`config.mk`:
```
export PLATFORM = sky130hd
export DESIGN_NAME = mem_arbiter
export DESIGN_NICKNAME = d
export VERILOG_FILES = /design/src/rtl/mem_arbiter.sv
export SDC_FILE = /design/constraint.sdc
export NUM_CORES = 1
export LEC_CHECK = 0
export ABC_AREA = 1
export CAP_MARGIN = 20
export CORE_UTILIZATION = 30
export CTS_CLUSTER_DIAMETER = 60
export CTS_CLUSTER_SIZE = 28
export DETAILED_ROUTE_END_ITERATION = 10
export HOLD_SLACK_MARGIN = 0.1
export PLACE_DENSITY = 0.63
export SYNTH_ARGS = -nofsm -noshare
export SYNTH_HDL_FRONTEND = slang
export SYNTH_SLANG_ARGS = --single-unit
export TNS_END_PERCENT = 10
```
`constraint.sdc`:
```
create_clock -name clk -period 2.2 [get_ports clk]
set_clock_uncertainty 0.2 [all_clocks]
set_input_delay 0.22 -clock clk [delete_from_list [all_inputs] [get_ports clk]]
set_output_delay 0.22 -clock clk [all_outputs]
set_load 0.1 [all_outputs]
```
`src/rtl/mem_arbiter.sv`:
```
// mem_arbiter: shares one single-port memory (mem_*) between fetch (i_*) and data (d_*) with bounded data priority, flush drop and stallF/stallM
module mem_arbiter #(
  parameter int AW          = 32,
  parameter int DW          = 32,
  parameter int DPRIO_LIMIT = 4
) (
  input  logic          clk,
  input  logic          reset,
  input  logic          i_req,
  input  logic [AW-1:0] i_addr,
  output logic [DW-1:0] i_rdata,
  output logic          i_ack,
  input  logic          flush,
  input  logic          d_req,
  input  logic          d_we,
  input  logic [AW-1:0] d_addr,
  input  logic [DW-1:0] d_wdata,
  output logic [DW-1:0] d_rdata,
  output logic          d_ack,
  output logic          mem_req,
  output logic          mem_we,
  output logic [AW-1:0] mem_addr,
  output logic [DW-1:0] mem_wdata,
  input  logic [DW-1:0] mem_rdata,
  input  logic          mem_ready,
  output logic          stallF,
  output logic          stallM
);
  localparam int SW = $clog2(DPRIO_LIMIT + 1);
  localparam logic [SW-1:0] LIM = SW'(DPRIO_LIMIT);
  typedef enum logic [1:0] {IDLE, IBUSY, DBUSY, DONE} state_t;
  state_t        state_q, state_d;
  logic          own_d_q, own_d_d, drop_q, drop_d, we_q, we_d, elig, grant_d;
  logic [SW-1:0] streak_q, streak_d;
  logic [AW-1:0] addr_q, addr_d;
  logic [DW-1:0] wdata_q, wdata_d, irdata_q, irdata_d, drdata_q, drdata_d;
  assign elig    = i_req & ~flush;
  assign grant_d = d_req & (~elig | (streak_q < LIM));
  always_comb begin
    state_d  = state_q;
    own_d_d  = own_d_q;
    drop_d   = drop_q;
    we_d     = we_q;
    streak_d = streak_q;
    addr_d   = addr_q;
    wdata_d  = wdata_q;
    irdata_d = irdata_q;
    drdata_d = drdata_q;
    case (state_q)
      IDLE: begin
        streak_d = (grant_d & elig) ? streak_q + SW'(1) : '0;
        if (grant_d | elig) begin
          state_d = grant_d ? DBUSY : IBUSY;
          own_d_d = grant_d;
          drop_d  = 1'b0;
          we_d    = grant_d & d_we;
          addr_d  = grant_d ? d_addr : i_addr;
          wdata_d = grant_d ? d_wdata : wdata_q;
        end
      end
      IBUSY, DBUSY: begin
        drop_d = drop_q | (flush & ~own_d_q);
        if (mem_ready) begin
          state_d  = DONE;
          irdata_d = (~own_d_q & ~drop_d) ? mem_rdata : irdata_q;
          drdata_d = (own_d_q & ~we_q) ? mem_rdata : drdata_q;
        end
      end
      default: begin
        state_d = IDLE;
        drop_d  = 1'b0;
      end
    endcase
  end
  always_ff @(posedge clk) begin
    if (reset) begin
      state_q  <= IDLE;
      own_d_q  <= 1'b0;
      drop_q   <= 1'b0;
      we_q     <= 1'b0;
      streak_q <= '0;
      addr_q   <= '0;
      wdata_q  <= '0;
      irdata_q <= '0;
      drdata_q <= '0;
    end else begin
      state_q  <= state_d;
      own_d_q  <= own_d_d;
      drop_q   <= drop_d;
      we_q     <= we_d;
      streak_q <= streak_d;
      addr_q   <= addr_d;
      wdata_q  <= wdata_d;
      irdata_q <= irdata_d;
      drdata_q <= drdata_d;
    end
  end
  assign mem_req   = (state_q == IBUSY) | (state_q == DBUSY);
  assign mem_we    = we_q;
  assign mem_addr  = addr_q;
  assign mem_wdata = wdata_q;
  assign i_rdata   = irdata_q;
  assign d_rdata   = drdata_q;
  assign i_ack     = (state_q == DONE) & ~own_d_q & ~drop_q;
  assign d_ack     = (state_q == DONE) & own_d_q;
  assign stallF    = i_req & ~i_ack;
  assign stallM    = d_req & ~d_ack;
endmodule

```
==> key figures <==
Status
  • Status: complete, no violations

STA
  • Final min period: 1.880 ns
  • Max Clk Rate: 532.1 MHz
  • Headroom to the max-slew limit: 72.69%
  • Slew @ Worst Pin: 0.4092 ns
  • Final hold vios: 0
  • RSZ-0062 raised after global routing: no
  • Final setup violation count: 0
  • Fin crit share: 85.43%
  • Final WS setup: 0.3205 ns
  • Pins Over Slew Limit: 0

Floorplan
  • Die area: 18500 um2
  • Die W: 136.0 um
  • Starting Density: 30.93%
  • Boundary Pins: 269
  • Core area: 17420 um2
  • # rows: 48
  • Die Span Y: 136.0 um

Pwr
  • P_leak: 3.996 nW
  • Seq pwr share: 26.4%
  • Internal Power: 0.005986 W
  • Clock Power Share: 22.3%
  • Switching Share: 49.84%
  • Cell Pwr Density: 1378 nW/um2
  • Comb pwr share: 51.3%
  • VDD IR max: 0.5818 mV
  • Net Switching: 0.005949 W

GRT
  • Vias in the first global route: 5349
  • First-pass GRT wire length: 27.15 mm
  • Overflow after GRT: 0
  • Global Route Usage Sum: 18.65%
  • Largest net degree at the start of global routing: 66
  • Initial antenna violation count: 0

Yosys
  • Share of the synthesized area in the top cell type: 50.53%
  • Netlist cell types: 21
  • Post-synth EDFFs: 0
  • Seq/Total Area, Yosys: 50.53%
  • Synth Warn #: 0
  • Yosys reg bits: 136
  • Synth area leader: dfxtp_1
  • Synth Cell Area: 5388 um2
  • Top_reg_cell synth: dfxtp_1
  • Net Count, Synth: 900
  • Area contributors post-synth: dfxtp_1 (51%), nand2_1 (15%), nor2_1 (9.4%)
  • Most numerous cell in the Yosys netlist: nand2_1
  • Synth top cells by count: nand2_1 (210), dfxtp_1 (136), nor2_1 (135), a21oi_1 (72), nand3_1 (67)
  • Synth Area per Inst: 7.070 um2
  • Cells after Synth: 762
  • Async set or reset register ratio after synthesis: 0%

Finish
  • # diodes: 0
  • Final #Nets: 1160
  • Fillers: 1747
  • Area occupied by multi-input gates: 2295 um2
  • FF/Latch Area: 2723 um2
  • Design area: 8663 um2
  • Layout cells sized above 1: 19.44%
  • Area Overhead vs Synth: 60.80%

Setup path
  • Critical Path Stages: 8
  • Cell family with most CP delay: buffers and inverters
  • R2R setup slack: 0.32 ns
  • Crit. End Element: flop
  • R2R depth: 8
  • Slowest stage cell on the critical path: dfxtp_1
  • Req. time, crit path: 2.30 ns
  • Critical path launch point type: flop
  • Critical Path Max Stage Delay: 0.36 ns
  • Critical-path maximum fanout: 12
  • Arrival @ worst endpoint: 1.98 ns
  • Crit-path cells: inv_1 -> ha_2 -> nand2_1 -> nor3_2 -> inv_1 -> buf_4 -> nor2_1 -> nor2_1
  • Worst setup path class: reg2reg
  • WP buf/inv: 3

Clock tree
  • Clock root cell: clkbuf_16
  • Clk Latency, worst-skew pair: 0.41 ns
  • Worst-case clock buffer depth: 2
  • Setup Fix Bufs, Post-CTS: 0
  • Clk slew on worst S/H paths: 0.06 ns
  • CTS resizes: 0
  • Hold_buf cts: 1
  • H-tree Lvls: 4
  • TritonCTS clock tree: done
  • CTS sink count: 136
  • CTS buffer count: 17

Placed design
  • Pre-CTS setup slack: 0.2626 ns
  • Placement Cell Area: 8107 um2
  • DP HPWL: 12.09 mm
  • GPL Wtd Cong: 0.7738
  • Number of I/O port buffers: 268

Min path
  • Hold depth: 3
  • HP Class: in2reg

Route
  • Via density per instance: 4.553
  • Final ANT Viol Nets: 0
  • Post-Route WL: 17.30 mm
  • Initial drt markers: 305
  • Pre-Repair DR Iteration Count: 4
  • DRC violations left: 0
  • Via count: 5732
  • Routed len/inst: 13.74 um

Flow run
  • Max Cap Violations: 0
sequential cells by signal, indices dropped and copies added, names as in the netlist:
signal / cells
d_rdata: 32
i_rdata: 32
mem_addr: 32
mem_wdata: 32
streak_q: 3
state_q: 2
drop_q: 1
mem_we: 1
own_d_q: 1
tightest hold or removal path: cells and delay by family:
kind / cells / cell delay [ns]
buf+inv: 1 / 0.39
compound gates: 1 / 0.05
simple gates: 1 / 0.06
worst paths after layout:
path / from / end
setup / recovery: state_q[1] / d_rdata[1]
hold / removal: d_wdata[2] / mem_wdata[2]
setup reg to reg: state_q[1] / d_rdata[1]
hold reg to reg: i_rdata[0] / i_rdata[0]
placed cells by master (no fill, tap or decap), drive strengths merged, types with 2 or more instances in the layout:
cell and instances:
nand2 211, buf 156, dfxtp 136, nor2 135
clkdlybuf4s50 133, a21oi 73, nand3 68, inv 49
o21ai 33, clkbuf 19, clkinv 7, clkinvlp 3
ha 3, nor3 2
final cells by class:
class / instances / area share [%]
timing repair buffer: 290 / 30.44
tap: 225 / 3.250
sequential: 136 / 31.43
multi-input combinational: 529 / 26.49
inverter: 48 / 2.080
clock buffer: 19 / 5.113
clock inverter: 12 / 1.199
layer usage:
layer | routed length [um] | part of all wire (%) | global-route usage, % | vias up
met4 | 242 | 1.4 | 6.049 | 0
li1 | - | - | - | 2917
met1 | 7567 | 44 | 23.24 | 2582
met5 | 0 | 0 | 0 | -
met3 | 1502 | 8.7 | 5.928 | 17
met2 | 7983 | 46 | 30.29 | 216
power by group through the flow:
stage	Clock [W]	Combinational (W)	Sequential, W
CTS	0.00274	0.00616	0.00316
floorplan	0	0.00171	0.00606
finish	0.00266	0.00612	0.00315
global placement	0	0.00614	0.00319
detailed placement	0	0.00615	0.00320
global route	0.00285	0.00649	0.00321
cells by family after synthesis:
| kind of cell | share of synthesized area [%] |
|---|---|
| flops | 50.53 |
| buf+inv | 7.408 |
| fa+ha+maj | 0.6968 |
| compound gates | 10.20 |
| simple gates | 31.17 |
per-stage QoR:
step	TNS (ns)	util (%)	hold WS (ns)	power [W]	cells
2_1_floorplan	-0.07997	-	0.1549	0.007775	762
3_3_place_gp	0	46.54	0.2483	0.009333	1227
3_5_place_dp	0	46.54	0.2545	0.009355	1227
4_1_cts	0	49.74	0.1385	0.01206	1259
5_1_grt	0	49.74	0.1479	0.01255	1259
6_report	0	49.74	0.1625	0.01194	1259
Power figures use the tool's default switching activity.
